===== src/rtl/mem_arb_pkg.sv =====
// Shared types and AXI constants for the I/D memory port arbiter.
// Single-beat, 32-bit, non-bursting master only.
package mem_arb_pkg;

  typedef enum logic [2:0] {
    ST_IDLE,
    ST_RD_ADDR,
    ST_RD_DATA,
    ST_WR_ADDR_DATA,
    ST_WR_RESP,
    ST_DONE
  } state_t;

  localparam logic [1:0] BURST_FIXED = 2'b00;
  localparam logic [3:0] AWCACHE     = 4'd11;
  localparam logic [3:0] ARCACHE     = 4'd7;
  localparam logic [2:0] SIZE_4B     = 3'd2;
  localparam logic [1:0] RESP_OKAY   = 2'b00;
  localparam logic [7:0] LEN_SINGLE  = 8'd0;

  localparam logic PORT_I = 1'b0;
  localparam logic PORT_D = 1'b1;

endpackage


===== src/rtl/mem_port_arbiter.sv =====
// Shares one AXI4 master between the I-fetch and D-cache requesters.
// One single-beat transaction in flight; round-robin on simultaneous requests.
module mem_port_arbiter
  import mem_arb_pkg::*;
#(
  parameter int ADDR_W = 32,
  parameter int DATA_W = 32
) (
  input  logic              clk,
  input  logic              rst_n,

  input  logic              i_req,
  input  logic [ADDR_W-1:0] i_addr,
  output logic              i_done,
  output logic [DATA_W-1:0] i_rdata,
  output logic              i_err,

  input  logic              d_req,
  input  logic              d_we,
  input  logic [ADDR_W-1:0] d_addr,
  input  logic [DATA_W-1:0] d_wdata,
  input  logic [3:0]        d_wstrb,
  output logic              d_done,
  output logic [DATA_W-1:0] d_rdata,
  output logic              d_err,

  output logic [ADDR_W-1:0] awaddr,
  output logic              awvalid,
  input  logic              awready,
  output logic [7:0]        awlen,
  output logic [2:0]        awsize,
  output logic [1:0]        awburst,
  output logic [3:0]        awcache,

  output logic [DATA_W-1:0] wdata,
  output logic [3:0]        wstrb,
  output logic              wlast,
  output logic              wvalid,
  input  logic              wready,

  input  logic [1:0]        bresp,
  input  logic              bvalid,
  output logic              bready,

  output logic [ADDR_W-1:0] araddr,
  output logic              arvalid,
  input  logic              arready,
  output logic [7:0]        arlen,
  output logic [2:0]        arsize,
  output logic [1:0]        arburst,
  output logic [3:0]        arcache,

  input  logic [DATA_W-1:0] rdata,
  input  logic [1:0]        rresp,
  input  logic              rlast,
  input  logic              rvalid,
  output logic              rready
);

  state_t            r_state, w_state;
  logic              r_last, w_last;
  logic              r_port, w_port;
  logic [ADDR_W-1:0] r_addr, w_addr;
  logic [DATA_W-1:0] r_wdata, w_wdata;
  logic [3:0]        r_wstrb, w_wstrb;
  logic              r_arvalid, w_arvalid;
  logic              r_rready, w_rready;
  logic              r_awvalid, w_awvalid;
  logic              r_wvalid, w_wvalid;
  logic              r_wlast, w_wlast;
  logic              r_bready, w_bready;
  logic              r_i_done, w_i_done;
  logic              r_d_done, w_d_done;
  logic [DATA_W-1:0] r_i_rdata, w_i_rdata;
  logic [DATA_W-1:0] r_d_rdata, w_d_rdata;
  logic              r_i_err, w_i_err;
  logic              r_d_err, w_d_err;

  logic w_grant_d;
  logic w_rerr;
  logic w_berr;
  logic w_aw_ok;
  logic w_w_ok;
  logic w_unused;

  assign w_unused = rlast;

  // D wins when alone, or on a tie when I was served last.
  assign w_grant_d = d_req & (~i_req | (r_last == PORT_I));
  assign w_rerr    = (rresp != RESP_OKAY);
  assign w_berr    = (bresp != RESP_OKAY);
  assign w_aw_ok   = ~r_awvalid | awready;
  assign w_w_ok    = ~r_wvalid | wready;

  always_comb begin
    w_state   = r_state;
    w_last    = r_last;
    w_port    = r_port;
    w_addr    = r_addr;
    w_wdata   = r_wdata;
    w_wstrb   = r_wstrb;
    w_arvalid = r_arvalid;
    w_rready  = r_rready;
    w_awvalid = r_awvalid;
    w_wvalid  = r_wvalid;
    w_wlast   = r_wlast;
    w_bready  = r_bready;
    w_i_done  = 1'b0;
    w_d_done  = 1'b0;
    w_i_rdata = r_i_rdata;
    w_d_rdata = r_d_rdata;
    w_i_err   = r_i_err;
    w_d_err   = r_d_err;
    unique case (r_state)
      ST_IDLE: begin
        if (i_req | d_req) begin
          w_port = w_grant_d;
          w_last = w_grant_d;
          w_addr = w_grant_d ? d_addr : i_addr;
          if (w_grant_d & d_we) begin
            w_wdata   = d_wdata;
            w_wstrb   = d_wstrb;
            w_awvalid = 1'b1;
            w_wvalid  = 1'b1;
            w_wlast   = 1'b1;
            w_state   = ST_WR_ADDR_DATA;
          end else begin
            w_arvalid = 1'b1;
            w_state   = ST_RD_ADDR;
          end
        end
      end
      ST_RD_ADDR: begin
        if (arready) begin
          w_arvalid = 1'b0;
          w_rready  = 1'b1;
          w_state   = ST_RD_DATA;
        end
      end
      ST_RD_DATA: begin
        if (rvalid) begin
          w_rready = 1'b0;
          w_state  = ST_DONE;
          if (r_port == PORT_D) begin
            w_d_rdata = rdata;
            w_d_err   = w_rerr;
            w_d_done  = 1'b1;
          end else begin
            w_i_rdata = rdata;
            w_i_err   = w_rerr;
            w_i_done  = 1'b1;
          end
        end
      end
      ST_WR_ADDR_DATA: begin
        if (r_awvalid & awready) w_awvalid = 1'b0;
        if (r_wvalid & wready) begin
          w_wvalid = 1'b0;
          w_wlast  = 1'b0;
        end
        if (w_aw_ok & w_w_ok) begin
          w_bready = 1'b1;
          w_state  = ST_WR_RESP;
        end
      end
      ST_WR_RESP: begin
        if (bvalid) begin
          w_bready = 1'b0;
          w_d_err  = w_berr;
          w_d_done = 1'b1;
          w_state  = ST_DONE;
        end
      end
      ST_DONE: w_state = ST_IDLE;
      default: w_state = ST_IDLE;
    endcase
  end

  always_ff @(posedge clk) begin
    if (!rst_n) begin
      r_state   <= ST_IDLE;
      r_last    <= PORT_D;
      r_port    <= PORT_I;
      r_addr    <= '0;
      r_wdata   <= '0;
      r_wstrb   <= '0;
      r_arvalid <= 1'b0;
      r_rready  <= 1'b0;
      r_awvalid <= 1'b0;
      r_wvalid  <= 1'b0;
      r_wlast   <= 1'b0;
      r_bready  <= 1'b0;
      r_i_done  <= 1'b0;
      r_d_done  <= 1'b0;
      r_i_rdata <= '0;
      r_d_rdata <= '0;
      r_i_err   <= 1'b0;
      r_d_err   <= 1'b0;
    end else begin
      r_state   <= w_state;
      r_last    <= w_last;
      r_port    <= w_port;
      r_addr    <= w_addr;
      r_wdata   <= w_wdata;
      r_wstrb   <= w_wstrb;
      r_arvalid <= w_arvalid;
      r_rready  <= w_rready;
      r_awvalid <= w_awvalid;
      r_wvalid  <= w_wvalid;
      r_wlast   <= w_wlast;
      r_bready  <= w_bready;
      r_i_done  <= w_i_done;
      r_d_done  <= w_d_done;
      r_i_rdata <= w_i_rdata;
      r_d_rdata <= w_d_rdata;
      r_i_err   <= w_i_err;
      r_d_err   <= w_d_err;
    end
  end

  assign i_done  = r_i_done;
  assign i_rdata = r_i_rdata;
  assign i_err   = r_i_err;
  assign d_done  = r_d_done;
  assign d_rdata = r_d_rdata;
  assign d_err   = r_d_err;

  assign awaddr  = r_addr;
  assign awvalid = r_awvalid;
  assign awlen   = LEN_SINGLE;
  assign awsize  = SIZE_4B;
  assign awburst = BURST_FIXED;
  assign awcache = AWCACHE;

  assign wdata   = r_wdata;
  assign wstrb   = r_wstrb;
  assign wlast   = r_wlast;
  assign wvalid  = r_wvalid;
  assign bready  = r_bready;

  assign araddr  = r_addr;
  assign arvalid = r_arvalid;
  assign arlen   = LEN_SINGLE;
  assign arsize  = SIZE_4B;
  assign arburst = BURST_FIXED;
  assign arcache = ARCACHE;
  assign rready  = r_rready;

endmodule


===== config.mk =====
export PLATFORM = sky130hd
export DESIGN_NAME = mem_port_arbiter
export DESIGN_NICKNAME = d
export VERILOG_FILES = /design/src/rtl/mem_arb_pkg.sv /design/src/rtl/mem_port_arbiter.sv
export SDC_FILE = /design/constraint.sdc
export NUM_CORES = 1
export LEC_CHECK = 0
export ABC_AREA = 1
export CORE_ASPECT_RATIO = 0.5
export CORE_MARGIN = 10
export CORE_UTILIZATION = 24
export DETAILED_ROUTE_END_ITERATION = 10
export PLACE_DENSITY = 0.52
export SLEW_MARGIN = 20
export SYNTH_ARGS = -nofsm -noshare
export SYNTH_HDL_FRONTEND = slang
export SYNTH_SLANG_ARGS = --single-unit

===== constraint.sdc =====
create_clock -name clk -period 1.8 [get_ports clk]
set_input_delay 0.18 -clock clk [delete_from_list [all_inputs] [get_ports clk]]
set_output_delay 0.18 -clock clk [all_outputs]
set_load 0.005 [all_outputs]

==> impl_metrics.toml <==
[outcome]
status = "complete, no violations"

[sta]
fin_ws_ns = 0.130
tightest_slew_ns = 0.650
setup_viol = 0
hold_viol = 0
fin_skew_ns = 0.0102
drv_slew = 0
fin_crit_sh_pct = 92.8
tns_ns = 0
rsz0062_at_grt = "false"
min_period_ns = 1.67
slew_headroom_pct = 56.6
max_freq_ghz = 0.599

[clocking]
ctsResizeCount = 0
cts.clk_slew.worst_paths_ns = 0.07
cts_buffer_depth = 2
cts_tree = "done"
h-tree-depth = 4
cts_setup_buffers = 0
cts.sinks = 146
clockRootBuffer = "clkbuf_16"
numCtsBuffers = 17
cts_hold_repair.buffers = 0
clk_latency_ns = 0.44

[die]
dieArea_um2 = 32400
core_area_um2 = 24400
pin_count = 355
die_x_um = 245
rows = 40
initial_core_util_pct = 24.8
die-height_um = 132

[layout]
seqCellArea_um2 = 2920
synthToLayoutAreaGrowth_pct = 62.4
nets = 1214
multi_input_comb_area_um2 = 2410
antennaDiodeCount = 0
drive_gt1_share_pct = 6.11
n_fill_cell = 2518

[worst_setup_path]
r2r_setup_slack_ns = 0.13
worst-path-max-fanout = 24
end_kind = "flip-flop"
start_kind = "flip-flop"
crit_type = "flip-flop to flip-flop"
ff2ff_path_depth = 7
arrival_ns = 1.99
cp_data_required_time_ns = 2.12

[global_routing]
grtUsageTotal_pct = 15.1
grt_pass1_wl_um = 38300
grt_pass1_vias = 6034
grt_start_max_net_pins = 47
grt_overflow = 0
grt_antenna_before_repair = 0

[pwr]
peakVddDrop_uv = 643
p_total_mw = 12.5
p_per_area_nw_per_um2 = 1270
power.net_switching_mw = 4.24
cellLeakagePower_nw = 3.99
intPower_mw = 8.27
p_seq_share_pct = 35.0
switching_share_pct = 33.9
comb_power_share_pct = 37.3
p_clk_share_pct = 27.7

[route]
dr_total_vias = 6001
ant_nets = 0
drt_pass1_iterations = 5
routed_wl_um = 25600
drt-vias-per-instance = 4.24
drc = 0
drt_iter0_drc = 392
wl_per_cell_um = 18.1

[run]
maxCapViolCount = 0

[placed_design]
port_buffers = 319
dp_worst_setup_slack_ns = 0.0625
hpwl_um = 19500
routabilityCongestion = 0.837

[yosys]
synth_cell_types = 26
synthesis.area_um2 = 6050
synth_top_area_cell = "dfxtp_1"
synth_top_area_share_pct = 48.3
syn_avg_cell_area_um2 = 7.62
ys.flop_type = "dfxtp_1"
async_reset_ff_share_pct = 0
ys.warnings.count = 0
synth_seq_area_share_pct = 48.3
synth_common_cells = "nor2_1, dfxtp_1, o21ai_0"
synth-edff-count = 0
syn_inst = 794
ys_ff_latch = 146
yosysMostFrequentCell = "nor2_1"
synth_top_cells_by_area = "dfxtp_1, nor2_1, o21ai_0, buf_4, a21oi_1"

[min_path]
hold_path.class = "primary input to flip-flop"
hold_depth = 3
==> cells by family (layout without fill, tap and decap cells) <==
family | after synthesis | after routing | synth area share (%)
flops | 146 | 146 | 48.3
simple gates | 304 | 304 | 20.2
other cells | 2 | 34 | 0.124
compound gates | 209 | 209 | 17.5
buf+inv | 133 | 387 | 13.9
==> metrics by stage <==
stage	hold slack, ns	utilization (%)	cells	area [µm²]
6_report	0.205	40.3	1416	9830
5_1_grt	0.216	40.3	1416	9830
4_1_cts	0.189	40.3	1416	9830
3_5_place_dp	0.452	38.0	1384	9260
3_3_place_gp	0.449	38.0	1384	9260
2_1_floorplan	0.315	-	826	6170
==> registers in the layout, summed over array words and instances, names as in the netlist <==
signal   flops
bready       1
wdata       32
i_done       1
r_last       1
wlast        1
i_rdata     32
i_err        1
wstrb        4
rready       1
d_done       1
arvalid      1
r_port       1
d_rdata     32
awvalid      1
r_state      3
d_err        1
araddr      32
==> path summary, 6_finish.rpt <==
check / startpoint / end
setup / recovery: r_state[2] / araddr[28]
setup reg to reg: r_state[2] / araddr[28]
hold / removal: rst_n / araddr[23]
hold reg to reg: bready / bready
==> routing by layer <==
layer	GRT usage (%)	vias to the layer above	part of all wire [%]
met5	0	-	0
met4	3.46	0	0.65
met3	3.46	12	4.0
met2	29.7	112	57
met1	15.9	2858	38
li1	-	3019	-
==> power by group through the flow <==
stage	sequential (mW)	clock, mW	combinational (mW)
2_1_floorplan	4.38	0	2.31
3_3_place_gp	4.42	0	4.70
3_5_place_dp	4.43	0	4.73
4_1_cts	4.38	3.56	4.75
5_1_grt	4.47	3.70	5.13
6_report	4.38	3.47	4.66
==> layout by cell type, fill, tap and decap left out, drive strengths merged, types with 3 or more instances in the layout <==
| cell | synthesis | routed |
|---|---|---|
| dfxtp | 146 | 146 |
| conb | 2 | 34 |
| nand2 | 64 | 64 |
| nand3 | 10 | 10 |
| clkdlybuf4s50 | 0 | 318 |
| o21ai | 138 | 138 |
| buf | 89 | 19 |
| a21oi | 70 | 70 |
| nor2 | 224 | 224 |
| clkinv | 0 | 3 |
| inv | 18 | 26 |
| clkbuf | 26 | 19 |
| nor3 | 3 | 3 |
==> critical path, stage by stage (launching register included) <==
cell and delay, ns:
dfxtp_1 0.38, nor2_4 0.19, nand2_2 0.13, nor2_4 0.33, inv_2 0.10, buf_12 0.17, a21oi_1 0.15, a21oi_1 0.08
==> cell type report <==
type / count / share of cell area (%)
Multi-Input combinational cell: 547 / 24.5
Clock inverter: 13 / 1.16
Clock buffer: 19 / 4.61
Timing Repair Buffer: 337 / 35.0
Sequential cell: 146 / 29.7
Tap cell: 336 / 4.28
Inverter: 18 / 0.713
No activity file was read; power rests on OpenSTA's default activity.
